## config.mk

```make
export PLATFORM = sky130hd
export DESIGN_NAME = wfq_pifo_sorter_flat
export DESIGN_NICKNAME = d
export VERILOG_FILES = /design/src/rtl/wfq_pifo_pkg.sv /design/src/rtl/wfq_pifo_sorter_if.sv /design/src/rtl/wfq_pifo_slot.sv /design/src/rtl/wfq_pifo_sorter.sv /design/src/flat_wrapper.sv
export SDC_FILE = /design/constraint.sdc
export NUM_CORES = 2
export LEC_CHECK = 0
export BUFFER_PORTS_ARGS = -buffer_cell sky130_fd_sc_hd__buf_2
export CAP_MARGIN = 25
export CELL_PAD_IN_SITES_DETAIL_PLACEMENT = 0
export CELL_PAD_IN_SITES_GLOBAL_PLACEMENT = 1
export CORE_MARGIN = 2
export CORE_UTILIZATION = 25
export CTS_BUF_LIST = sky130_fd_sc_hd__clkbuf_16
export CTS_CLUSTER_DIAMETER = 150
export DETAILED_ROUTE_END_ITERATION = 8
export PLACE_DENSITY_LB_ADDON = 0.1
export SLEW_MARGIN = 20
export SYNTH_ARGS = -nofsm -noshare
export SYNTH_HDL_FRONTEND = slang
export SYNTH_SLANG_ARGS = --single-unit
```

## constraint.sdc

```tcl
create_clock -name clk -period 21.3 [get_ports clk]
set_input_delay 0 -clock clk [delete_from_list [all_inputs] [get_ports clk]]
set_output_delay 0 -clock clk [all_outputs]
set_load 0.005 [all_outputs]
```

## src/rtl/wfq_pifo_pkg.sv

```systemverilog
// Shared WFQ entry layout and epoch-relative sort key helpers.
// Entry layout from MSB to LSB is {valid, overflow, round, addr}.
package wfq_pifo_pkg;

  localparam int PIFO_WIDTH_DEF          = 32;
  localparam int PIFO_OVERFLOW_WIDTH_DEF = 1;
  localparam int PIFO_ROUND_WIDTH_DEF    = 18;
  localparam int PIFO_ADDR_WIDTH_DEF     = 12;
  localparam int KEY_WIDTH               = PIFO_OVERFLOW_WIDTH_DEF + PIFO_ROUND_WIDTH_DEF;

  typedef logic [KEY_WIDTH-1:0] pifo_key_t;

  // XOR against the last dequeued epoch so the current epoch sorts first.
  function automatic pifo_key_t make_key(
    input logic [PIFO_OVERFLOW_WIDTH_DEF-1:0] ovf,
    input logic [PIFO_ROUND_WIDTH_DEF-1:0]    round,
    input logic [PIFO_OVERFLOW_WIDTH_DEF-1:0] last_ovf
  );
    return {ovf ^ last_ovf, round};
  endfunction

  function automatic logic key_le(input pifo_key_t a, input pifo_key_t b);
    return a <= b;
  endfunction

endpackage

```

## src/rtl/wfq_pifo_sorter_if.sv

```systemverilog
// Enqueue/dequeue handshake between the rank engine, the PIFO and the scheduler.
interface wfq_pifo_sorter_if #(
  parameter int PIFO_WIDTH = 32
);
  logic                  enq_valid;
  logic [PIFO_WIDTH-1:0] enq_data;
  logic                  deq_req;
  logic                  deq_valid;
  logic [PIFO_WIDTH-1:0] deq_data;

  modport master (output enq_valid, enq_data, deq_req, input deq_valid, deq_data);
  modport slave  (input enq_valid, enq_data, deq_req, output deq_valid, deq_data);
endinterface

```

## src/rtl/wfq_pifo_slot.sv

```systemverilog
// One PIFO slot: entry register plus "my key is greater than the new key" flag.
module wfq_pifo_slot
  import wfq_pifo_pkg::*;
#(
  parameter int PIFO_WIDTH          = PIFO_WIDTH_DEF,
  parameter int PIFO_OVERFLOW_WIDTH = PIFO_OVERFLOW_WIDTH_DEF,
  parameter int PIFO_ROUND_WIDTH    = PIFO_ROUND_WIDTH_DEF,
  parameter int PIFO_ADDR_WIDTH     = PIFO_ADDR_WIDTH_DEF
) (
  input  logic                           clk,
  input  logic                           rst,
  input  logic [PIFO_WIDTH-1:0]          prev_data,
  input  logic [PIFO_WIDTH-1:0]          next_data,
  input  logic [PIFO_WIDTH-1:0]          new_data,
  input  logic                           shift_up,
  input  logic                           shift_down,
  input  logic                           insert_here,
  input  pifo_key_t                      new_key,
  input  logic [PIFO_OVERFLOW_WIDTH-1:0] last_ovf,
  output logic [PIFO_WIDTH-1:0]          data,
  output logic                           gt
);

  pifo_key_t slot_key;

  always_ff @(posedge clk or posedge rst) begin
    if (rst) begin
      data <= '0;
    end else if (insert_here) begin
      data <= new_data;
    end else if (shift_up) begin
      data <= next_data;
    end else if (shift_down) begin
      data <= prev_data;
    end
  end

  assign slot_key = make_key(data[PIFO_ADDR_WIDTH+PIFO_ROUND_WIDTH +: PIFO_OVERFLOW_WIDTH],
                             data[PIFO_ADDR_WIDTH +: PIFO_ROUND_WIDTH], last_ovf);
  assign gt = data[PIFO_WIDTH-1] && !key_le(slot_key, new_key);

endmodule

```

## src/rtl/wfq_pifo_sorter.sv

```systemverilog
// Shift-register PIFO ordered by epoch-relative rank; slot 0 is the head.
// Feeds the last dequeued rank back to the rank engine.
module wfq_pifo_sorter
  import wfq_pifo_pkg::*;
#(
  parameter int DEPTH               = 16,
  parameter int PIFO_WIDTH          = PIFO_WIDTH_DEF,
  parameter int PIFO_OVERFLOW_WIDTH = PIFO_OVERFLOW_WIDTH_DEF,
  parameter int PIFO_ROUND_WIDTH    = PIFO_ROUND_WIDTH_DEF,
  parameter int PIFO_ADDR_WIDTH     = PIFO_ADDR_WIDTH_DEF,
  parameter int DROP_CNT_WIDTH      = 16,
  localparam int CNT_W              = $clog2(DEPTH) + 1
) (
  input  logic                           clk,
  input  logic                           rst,
  wfq_pifo_sorter_if.slave               pif,
  output logic                           last_pifo_valid,
  output logic [PIFO_OVERFLOW_WIDTH-1:0] last_pifo_overflow,
  output logic [PIFO_ROUND_WIDTH-1:0]    last_pifo_round,
  output logic [CNT_W-1:0]               count,
  output logic                           full,
  output logic                           empty,
  output logic [DROP_CNT_WIDTH-1:0]      drop_count
);

  localparam int OVF_LSB   = PIFO_ADDR_WIDTH + PIFO_ROUND_WIDTH;
  localparam int ROUND_LSB = PIFO_ADDR_WIDTH;

  logic [PIFO_WIDTH-1:0] slot_data [DEPTH];
  logic [PIFO_WIDTH-1:0] prev_in   [DEPTH];
  logic [PIFO_WIDTH-1:0] next_in   [DEPTH];
  logic [DEPTH-1:0]      gt;
  logic [DEPTH-1:0]      gt_eff;
  logic [CNT_W-1:0]      ins;
  logic [CNT_W-1:0]      count_nxt;
  pifo_key_t             new_key;
  logic                  deq_eff;
  logic                  enq_req;
  logic                  enq_accept;
  logic                  enq_drop;
  logic                  deq_valid_q;
  logic [PIFO_WIDTH-1:0] deq_data_q;

  assign deq_eff    = pif.deq_req && (count != '0);
  assign enq_req    = pif.enq_valid && pif.enq_data[PIFO_WIDTH-1];
  assign enq_accept = enq_req && ((count < CNT_W'(DEPTH)) || deq_eff);
  assign enq_drop   = enq_req && !enq_accept;
  assign new_key    = make_key(pif.enq_data[OVF_LSB +: PIFO_OVERFLOW_WIDTH],
                               pif.enq_data[ROUND_LSB +: PIFO_ROUND_WIDTH],
                               last_pifo_overflow);

  // With a concurrent dequeue the insert point is found in the shifted-up view.
  always_comb begin
    gt_eff = '0;
    for (int i = 0; i < DEPTH - 1; i++) begin
      gt_eff[i] = deq_eff ? gt[i+1] : gt[i];
    end
    gt_eff[DEPTH-1] = deq_eff ? 1'b0 : gt[DEPTH-1];
  end

  always_comb begin
    ins = deq_eff ? (count - CNT_W'(1)) : count;
    for (int i = DEPTH - 1; i >= 0; i--) begin
      if (gt_eff[i]) ins = CNT_W'(i);
    end
  end

  for (genvar i = 0; i < DEPTH; i++) begin : g_slot
    localparam logic [CNT_W-1:0] IDX = CNT_W'(i);

    if (i == 0) begin : g_first
      assign prev_in[i] = '0;
    end else begin : g_prev
      assign prev_in[i] = slot_data[i-1];
    end

    if (i == DEPTH - 1) begin : g_last
      assign next_in[i] = '0;
    end else begin : g_next
      assign next_in[i] = slot_data[i+1];
    end

    wfq_pifo_slot #(
      .PIFO_WIDTH          (PIFO_WIDTH),
      .PIFO_OVERFLOW_WIDTH (PIFO_OVERFLOW_WIDTH),
      .PIFO_ROUND_WIDTH    (PIFO_ROUND_WIDTH),
      .PIFO_ADDR_WIDTH     (PIFO_ADDR_WIDTH)
    ) u_slot (
      .clk         (clk),
      .rst         (rst),
      .prev_data   (prev_in[i]),
      .next_data   (next_in[i]),
      .new_data    (pif.enq_data),
      .shift_up    (deq_eff && (!enq_accept || (IDX < ins))),
      .shift_down  (enq_accept && !deq_eff && (IDX > ins)),
      .insert_here (enq_accept && (IDX == ins)),
      .new_key     (new_key),
      .last_ovf    (last_pifo_overflow),
      .data        (slot_data[i]),
      .gt          (gt[i])
    );
  end

  always_comb begin
    count_nxt = count;
    if (enq_accept && !deq_eff) count_nxt = count + CNT_W'(1);
    else if (!enq_accept && deq_eff) count_nxt = count - CNT_W'(1);
  end

  always_ff @(posedge clk or posedge rst) begin
    if (rst) begin
      count              <= '0;
      full               <= 1'b0;
      empty              <= 1'b1;
      deq_valid_q        <= 1'b0;
      deq_data_q         <= '0;
      last_pifo_valid    <= 1'b0;
      last_pifo_overflow <= '0;
      last_pifo_round    <= '0;
      drop_count         <= '0;
    end else begin
      count       <= count_nxt;
      full        <= (count_nxt == CNT_W'(DEPTH));
      empty       <= (count_nxt == '0);
      deq_valid_q <= deq_eff;
      deq_data_q  <= deq_eff ? slot_data[0] : '0;
      if (deq_eff) begin
        last_pifo_valid    <= 1'b1;
        last_pifo_overflow <= slot_data[0][OVF_LSB +: PIFO_OVERFLOW_WIDTH];
        last_pifo_round    <= slot_data[0][ROUND_LSB +: PIFO_ROUND_WIDTH];
      end
      if (enq_drop && (drop_count != '1)) drop_count <= drop_count + DROP_CNT_WIDTH'(1);
    end
  end

  assign pif.deq_valid = deq_valid_q;
  assign pif.deq_data  = deq_data_q;

endmodule

```

## src/flat_wrapper.sv

```systemverilog
// flat-port wrapper written by rule: the top's interface ports become plain ports
module wfq_pifo_sorter_flat import wfq_pifo_pkg::*;
#(
  parameter int DEPTH               = 16,
  parameter int PIFO_WIDTH          = PIFO_WIDTH_DEF,
  parameter int PIFO_OVERFLOW_WIDTH = PIFO_OVERFLOW_WIDTH_DEF,
  parameter int PIFO_ROUND_WIDTH    = PIFO_ROUND_WIDTH_DEF,
  parameter int PIFO_ADDR_WIDTH     = PIFO_ADDR_WIDTH_DEF,
  parameter int DROP_CNT_WIDTH      = 16,
  localparam int CNT_W              = $clog2(DEPTH) + 1
)
  (clk, rst, last_pifo_valid, last_pifo_overflow, last_pifo_round, count, full, empty, drop_count, pif_enq_valid, pif_enq_data, pif_deq_req, pif_deq_valid, pif_deq_data);
  wfq_pifo_sorter_if #(.PIFO_WIDTH(PIFO_WIDTH)) pif_i ();
  input  logic clk;
  input  logic rst;
  output logic last_pifo_valid;
  output logic [PIFO_OVERFLOW_WIDTH-1:0] last_pifo_overflow;
  output logic [PIFO_ROUND_WIDTH-1:0] last_pifo_round;
  output logic [CNT_W-1:0] count;
  output logic full;
  output logic empty;
  output logic [DROP_CNT_WIDTH-1:0] drop_count;
  input wire logic [$bits(pif_i.enq_valid)-1:0] pif_enq_valid;
  input wire logic [$bits(pif_i.enq_data)-1:0] pif_enq_data;
  input wire logic [$bits(pif_i.deq_req)-1:0] pif_deq_req;
  output wire logic [$bits(pif_i.deq_valid)-1:0] pif_deq_valid;
  output wire logic [$bits(pif_i.deq_data)-1:0] pif_deq_data;
  assign pif_i.enq_valid = pif_enq_valid;
  assign pif_i.enq_data = pif_enq_data;
  assign pif_i.deq_req = pif_deq_req;
  assign pif_deq_valid = pif_i.deq_valid;
  assign pif_deq_data = pif_i.deq_data;
  wfq_pifo_sorter #(.DEPTH(DEPTH), .PIFO_WIDTH(PIFO_WIDTH), .PIFO_OVERFLOW_WIDTH(PIFO_OVERFLOW_WIDTH), .PIFO_ROUND_WIDTH(PIFO_ROUND_WIDTH), .PIFO_ADDR_WIDTH(PIFO_ADDR_WIDTH), .DROP_CNT_WIDTH(DROP_CNT_WIDTH)) u_core (.clk(clk), .rst(rst), .pif(pif_i), .last_pifo_valid(last_pifo_valid), .last_pifo_overflow(last_pifo_overflow), .last_pifo_round(last_pifo_round), .count(count), .full(full), .empty(empty), .drop_count(drop_count));
endmodule
```

# Word-level counts from Yosys, hierarchy flattened

Index checks and enable logic that the tools add are counted.

Mux-type cells: 84
$add $sub $neg: 3
Equality and inequality tests: 17
Reduce and logical (&&, ||, !) cells: 125
Magnitude comparators: 49
Bitwise logic cells: 17

Operators by type and width:

| cell                                                      | count |
|---|---|
| 2-to-1 mux 32 bit                                         | 49 |
| <= comparator 19 bit                                      | 16 |
| 2-to-1 mux 5 bit                                          | 19 |
| logical AND 1 bit                                         | 71 |
| nonzero test 3 bit                                        | 16 |
| equality test 4 x 5 -> 1 bit, first input constant        | 8 |
| > comparator 4 x 5 -> 1 bit, first input constant         | 8 |
| less-than comparator 4 x 5 -> 1 bit, first input constant | 8 |
| equality test 3 x 5 -> 1 bit, first input constant        | 4 |
| > comparator 3 x 5 -> 1 bit, first input constant         | 4 |
| less-than comparator 3 x 5 -> 1 bit, first input constant | 4 |
| logical NOT 1 bit                                         | 18 |
| logical OR 1 bit                                          | 17 |
| XOR 1 bit                                                 | 17 |
| adder 16 x 1 -> 16 bit, second input constant             | 1 |
| 2-to-1 mux 1 bit                                          | 16 |
| inequality test 16 bit, second input constant             | 1 |
| equality test 2 x 5 -> 1 bit, first input constant        | 2 |
| > comparator 1 x 5 -> 1 bit, first input constant         | 2 |
| > comparator 2 x 5 -> 1 bit, first input constant         | 2 |
| logical NOT 5 bit                                         | 2 |
| less-than comparator 1 x 5 -> 1 bit, first input constant | 2 |
| less-than comparator 2 x 5 -> 1 bit, first input constant | 2 |
| adder 5 x 1 -> 5 bit, second input constant               | 1 |
| 5 further kinds                                           | 5 |

Word-level logic and storage cells: 320
Input bits: 36
Output and inout port bits: 76
Register bits: 588

# Longest topological paths before layout

Depth in word-level cells: 26
Gate-level depth with buffers: 20
Depth with buffers taken out: 15

# Cells and area by module

Synthesis repeated with hierarchy kept, for this count alone.

Cells, all modules: 4,881
Area, all modules: 40,505.1 µm²

By module, submodules not included:

| module          | area each (µm²) | sequential area each (µm²) | times used | cells each |
|---|---|---|---|---|
| wfq_pifo_slot   | 2,293.4         | 800.8                      | 16         | 281 |
| wfq_pifo_sorter | 3,809.9         | 1,903.1                    | 1          | 385 |

# Worst setup path after synthesis

OpenSTA, ideal clock, no wires.

Path kind: register to register
Start point: register u_core.g_slot[12].u_slot.data[20]
End point: register u_core.g_slot[8].u_slot.data[0]
Data required time: 21.175 ns
Path buffers: 1
Cell stages (with the launch flop): 15
Setup slack: 17.357 ns
Setup time: 0.125 ns
Period minus slack after synthesis: 3.943 ns
Data arrival time: 3.819 ns
Path through: dfrtp_1 ha_1 a211oi_1 nor2_1 a2111oi_0 o21ai_1 a32o_1 a32o_1 a221o_1 o211ai_2 o21ai_1 o21ai_2 buf_4 mux2_1 mux2_2

Cells in the longest elaborated chain, start to end: 22
Elaborated cells between the ends (all ways): 28
Those cells by class: order compare: 3; eq/ne: 1; mux: 17; reduce/logical: 7

Ends and longest elaborated chain:

| what                                | line                  | source |
|---|---|---|
| start, declared                     | wfq_pifo_slot.sv:20   | `output logic [PIFO_WIDTH-1:0] data,` |
| start signal, assigned              | wfq_pifo_slot.sv:30   | `data <= new_data;` |
| start signal, assigned              | wfq_pifo_slot.sv:32   | `data <= next_data;` |
| start signal, assigned              | wfq_pifo_slot.sv:34   | `data <= prev_data;` |
| <= comparator 19 bit *              | wfq_pifo_pkg.sv:23    | `return a <= b;` |
| logical NOT 1 bit *                 | wfq_pifo_slot.sv:40   | `assign gt = data[PIFO_WIDTH-1] && !key_le(slot_key, new_key);` |
| logical AND 1 bit *                 | wfq_pifo_slot.sv:40   |  |
| 2-to-1 mux 1 bit                    | wfq_pifo_sorter.sv:56 | `gt_eff[i] = deq_eff ? gt[i+1] : gt[i];` |
| 2-to-1 mux 5 bit                    | wfq_pifo_sorter.sv:64 | `if (gt_eff[i]) ins = CNT_W'(i);` |
| 2-to-1 mux 5 bit * (12 in a row)    | wfq_pifo_sorter.sv:64 |  |
| less-than comparator 4 x 5 -> 1 bit | wfq_pifo_sorter.sv:94 | `.shift_up (deq_eff && (!enq_accept \|\| (IDX < ins))),` |
| logical OR 1 bit                    | wfq_pifo_sorter.sv:94 |  |
| logical AND 1 bit                   | wfq_pifo_sorter.sv:94 |  |
| 2-to-1 mux 32 bit                   | wfq_pifo_slot.sv:31   | `end else if (shift_up) begin` |
| 2-to-1 mux 32 bit                   | wfq_pifo_slot.sv:29   | `end else if (insert_here) begin` |
| end signal, assigned                | wfq_pifo_slot.sv:30   |  |
| end signal, assigned                | wfq_pifo_slot.sv:32   |  |
| end signal, assigned                | wfq_pifo_slot.sv:34   |  |
| end, declared                       | wfq_pifo_slot.sv:20   |  |

Mark *: on every way between the ends. The rest lies on a longest branch, timed or not.
A chain may end at the register's enable or synchronous reset.

# Worst setup path after layout

Start point: input port pif_enq_data[18]
End point: register u_core.g_slot[10].u_slot.data[29]

Cells in the longest elaborated chain, start to end: 25
Elaborated cells between the ends (all ways): 90
Those cells by class: order compare: 18; eq/ne: 1; mux: 34; reduce/logical: 37

Ends and longest elaborated chain:

| what                                | line                  | source |
|---|---|---|
| start, declared                     | flat_wrapper.sv:24    | `input wire logic [$bits(pif_i.enq_data)-1:0] pif_enq_data;` |
| <= comparator 19 bit                | wfq_pifo_pkg.sv:23    |  |
| logical NOT 1 bit                   | wfq_pifo_slot.sv:40   |  |
| logical AND 1 bit                   | wfq_pifo_slot.sv:40   |  |
| 2-to-1 mux 1 bit                    | wfq_pifo_sorter.sv:58 | `gt_eff[DEPTH-1] = deq_eff ? 1'b0 : gt[DEPTH-1];` |
| 2-to-1 mux 5 bit (15 in a row)      | wfq_pifo_sorter.sv:64 |  |
| 2-to-1 mux 5 bit *                  | wfq_pifo_sorter.sv:64 |  |
| less-than comparator 4 x 5 -> 1 bit | wfq_pifo_sorter.sv:94 |  |
| logical OR 1 bit                    | wfq_pifo_sorter.sv:94 |  |
| logical AND 1 bit                   | wfq_pifo_sorter.sv:94 |  |
| 2-to-1 mux 32 bit                   | wfq_pifo_slot.sv:31   |  |
| 2-to-1 mux 32 bit                   | wfq_pifo_slot.sv:29   |  |
| end signal, assigned                | wfq_pifo_slot.sv:30   |  |
| end signal, assigned                | wfq_pifo_slot.sv:32   |  |
| end signal, assigned                | wfq_pifo_slot.sv:34   |  |
| end, declared                       | wfq_pifo_slot.sv:20   |  |

Marked as above.

==> flow_metrics.tcl <==
set metrics [dict create \
    synth.area.top_cells "sky130_fd_sc_hd__dfrtp_1 39%, sky130_fd_sc_hd__ha_1 9.6%, sky130_fd_sc_hd__mux2i_1 5.3%, sky130_fd_sc_hd__nand2_1 4.3%, sky130_fd_sc_hd__nor2_1 3.4%" \
    dieArea_um2 155000 \
    routed_wire_length_um 160000 \
    cts_hold_buf 35 \
    number_of_pins_with_negative_max_slew_slack_in_the_final_report 0 \
    dpl.hpwl_um 113000 \
    grt_setup_unrepaired "no" \
    critPathKind "input port to flop" \
    worst-path-max-fanout 65 \
    syn_area_per_cell_um2 9.47 \
    die-height_um 393 \
    min_period_over_period_pct 34.7 \
    global_routing_usage_summed_across_all_routing_layers_pct 20.3 \
    post_cts_setup_inserts 0 \
    hold_path_depth 6 \
    cp_num_buf_inv 8 \
    ff2ff_path_depth 15 \
    numCtsBuffers 83 \
    synthArstFlopShare_pct 100 \
    multiInputGateArea_um2 21700 \
    route.vias.total 32500 \
    status "finished clean" \
    synth_cell_type_count 103 \
    placeable_core_region_um2 150000 \
    post_cts_resize_count 0 \
    detail_route.wl_per_cell_um 26.3 \
    floorplan.io_pins 112 \
    rows 142 \
    cpMaxStageDelayCell "sky130_fd_sc_hd__a2111oi_0" \
    tritoncts "built" \
    ant_nets 0 \
    grt_antenna_before_repair 3 \
    post-route-drc-count 0 \
    buffers_on_ports 111 \
    highest_layer "met5" \
    floorplan.initialDensity_pct 25.3 \
    synthesized_net_count 4331 \
    seqCellArea_um2 14700 \
    min_path_type "input port to flop" \
    yosys.area.top_type_share_pct 38.7 \
    powerDensity_nw_per_um2 169 \
    tns_ns 0 \
    cts-root-to-sink-buffers 3 \
    post-synth-top-area-cell "sky130_fd_sc_hd__dfrtp_1" \
    internal-power_uw 3920 \
    clock_skew_ns 0.0216 \
    cells_along_the_critical_path "dlygate4sd3_1, buf_2, inv_1, buf_4, ha_1, a21oi_1, o21ai_0, a2111oi_0, o211ai_1, a21oi_2, o2111a_1, o211ai_2, a21oi_4, buf_4, o31ai_4, buf_4, o21ai_4, buf_4, and2_2, buf_4, a221oi_1" \
    drv.max_cap_violation_count 0 \
    via_count_of_the_first_global_routing_pass 33400 \
    fraction_of_final_layout_cells_with_drive_strength_greater_than_1_pct 14.3 \
    postSynthCellCount 4004 \
    clk_latency_ns 0.69 \
    largest_net_degree_at_the_start_of_global_routing 127 \
    worst_ir_drop_vdd_mv 0.0861 \
    synth-seq-cells 588 \
    hold_slack_ns 0.153 \
    nets 4351 \
    critical_path_depth 21 \
    timing.final.crit_period_ns 7.40 \
    power_frac_comb_pct 49.5 \
    cpLargestDelayFamily "buffers and inverters" \
    die_width_um 393 \
    share_of_synthesized_area_occupied_by_flip_flops_and_latches_pct 38.8 \
    share_clk_of_total_power_pct 18.9 \
    routed_via_density 5.32 \
    grt_overflow 0 \
    grt_first_pass_wirelength_um 239000 \
    ys_dominant_reg_cell "sky130_fd_sc_hd__dfrtp_1" \
    switching_component_of_the_power_uw 3460 \
    gp_routability_congestion 0.841 \
    crit_path_start_kind "input port" \
    met2_wirelength_um 76400 \
    routed-wl-met3_um 5150 \
    p_leak_uw 0.0187 \
    netlist_area_um2 37900 \
    crit_required_ns 21.82 \
    slowest_delay_ns 0.85 \
    drt-initial-drc-count 2189 \
    cts_htree_levels 3 \
    fmaxAchievable_ghz 0.135 \
    seq_power_share_pct 31.5 \
    finalHoldViolations 0 \
    slew_headroom_pct 23.5 \
    insertedDiodeCount 0 \
    fillers 15700 \
    worstPathArrival_ns 7.91 \
    synth.yosys.warnings 0 \
    met1Wirelength_um 75600 \
    postLayoutCoreUtil_pct 29.1 \
    setup_violations 0 \
    sw_frac_of_total_pct 46.9 \
    clock_tree.root_cell "sky130_fd_sc_hd__clkbuf_16" \
    clk_slew_on_worst_s_h_paths_ns 0.06 \
    drt_first_pass_iters 7 \
    cts.sinks 588 \
    worst_pin_slew_ns 1.12 \
    crit_top_cell "sky130_fd_sc_hd__buf_4" \
    syn_to_final_growth_pct 15.1 \
    synth_edf_count 0 \
    endpoint_kind "flop" \
]
-- through the flow --
step,total power [uW],std cells,worst slack [ns],area (um2)
5_1_grt,7920,6107,13.50,43700
2_1_floorplan,4620,4004,4.85,37900
4_1_cts,7430,6104,13.90,43600
6_report,7370,6107,13.90,43700
3_5_place_dp,5980,5917,13.73,40600
3_3_place_gp,5990,5917,13.84,40600
-- layout by cell type (no fill, tap or decap), types with 56 or more instances in the layout --
master,n
sky130_fd_sc_hd__ha_1,291
sky130_fd_sc_hd__mux2_2,104
sky130_fd_sc_hd__a22oi_1,56
sky130_fd_sc_hd__nor2_1,335
sky130_fd_sc_hd__dfrtp_1,587
sky130_fd_sc_hd__o21ai_0,119
sky130_fd_sc_hd__a31oi_1,82
sky130_fd_sc_hd__clkbuf_16,86
sky130_fd_sc_hd__a22o_1,64
sky130_fd_sc_hd__inv_1,92
sky130_fd_sc_hd__nand3_1,71
sky130_fd_sc_hd__a21oi_1,232
sky130_fd_sc_hd__buf_2,111
sky130_fd_sc_hd__nand2_1,433
sky130_fd_sc_hd__mux2i_1,202
sky130_fd_sc_hd__o22ai_1,135
sky130_fd_sc_hd__a221o_1,65
sky130_fd_sc_hd__buf_4,100
sky130_fd_sc_hd__o31ai_1,133
-- area by class of cell --
cell class	instances	area share, %
clock buffer	86	4.93
sequential	588	33.7
tap	2016	5.78
inverter	75	0.668
timing repair buffer	250	3.98
clock inverter	66	1.13
multi-input combinational	3026	49.8
-- cells in the mapped netlist, drive strengths merged, types with 7 or more instances --
master / number
o21a: 25
nand3b: 16
nor2b: 7
xor2: 12
o221a: 34
a31oi: 83
a21boi: 9
nand4: 55
nor3: 27
a21o: 37
dfrtp: 587
clkbuf: 217
nand3: 76
nor2: 347
a21oi: 251
o211ai: 23
mux2: 111
mux2i: 202
nand2: 438
and4: 7
a211oi: 47
a221o: 65
a2111oi: 39
ha: 291
a22oi: 56
o21ai: 166
inv: 75
xnor2: 28
o31ai: 134
a221oi: 48
a22o: 64
nand2b: 39
and2: 41
o22ai: 135
o221ai: 12
buf: 98
and3: 18
nor4: 11
-- worst paths after layout --
kind | slack [ns] | end | from
min in group asynchronous | 0.60 | u_core.g_slot[11].u_slot.data[25] | rst
setup reg to reg | 14.03 | u_core.g_slot[14].u_slot.data[7] | u_core.count[1]
setup / recovery | 13.90 | u_core.g_slot[10].u_slot.data[29] | pif_enq_data[18]
hold reg to reg | 0.47 | u_core.last_pifo_round[14] | u_core.last_pifo_round[14]
max in group asynchronous | 18.56 | u_core.g_slot[1].u_slot.data[10] | rst
hold / removal | 0.15 | u_core.full | pif_enq_data[31]
-- worst reg2reg max path, cell delays in order (launching register included) --
cell	delay, ns
sky130_fd_sc_hd__dfrtp_1	0.45
sky130_fd_sc_hd__inv_1	0.14
sky130_fd_sc_hd__ha_1	0.22
sky130_fd_sc_hd__or3b_1	0.48
sky130_fd_sc_hd__o21ai_4	0.16
sky130_fd_sc_hd__buf_4	0.54
sky130_fd_sc_hd__inv_4	0.52
sky130_fd_sc_hd__a21boi_0	0.86
sky130_fd_sc_hd__nand2_1	0.32
sky130_fd_sc_hd__a21oi_4	0.87
sky130_fd_sc_hd__nand3_4	0.79
sky130_fd_sc_hd__a21boi_4	0.35
sky130_fd_sc_hd__buf_4	0.48
sky130_fd_sc_hd__a211oi_4	0.24
sky130_fd_sc_hd__buf_4	0.32
sky130_fd_sc_hd__a221o_1	0.42
-- sequential cells by signal, indices dropped and copies added (netlist names) --
signal / flops
u_core.g_slot.u_slot.data: 512
u_core.pif.deq_data: 32
u_core.last_pifo_round: 18
u_core.drop_count: 16
u_core.count: 5
u_core.empty: 1
u_core.full: 1
u_core.last_pifo_overflow: 1
u_core.last_pifo_valid: 1
u_core.pif.deq_valid: 1
-- power groups by stage --
stage | clock, uW | combinational [uW] | sequential, uW
2_1_floorplan | 0 | 2610 | 2010
3_3_place_gp | 0 | 3620 | 2370
3_5_place_dp | 0 | 3630 | 2350
4_1_cts | 1450 | 3650 | 2340
5_1_grt | 1490 | 4040 | 2400
6_report | 1400 | 3650 | 2330
-- cells by family (layout without fill, tap and decap cells) --
kind of cell	count (synthesis)	after routing	share of synthesized area (%)
compound gates	1278	1278	24.4
fa+ha+maj	291	291	9.60
simple gates	1104	1104	13.2
mux	313	313	8.63
xor+xnor	40	40	0.964
flops	588	588	38.8
buf+inv	390	477	4.43
-- metal layers --
| metal | up-vias | GRT usage [%] |
|---|---|---|
| li1 | 15200 | - |
| met1 | 16500 | 28.1 |
| met2 | 604 | 33.9 |
| met3 | 167 | 2.04 |
| met4 | 2 | 4.99 |
| met5 | - | 0 |
No activity file was read; power rests on OpenSTA's default activity.
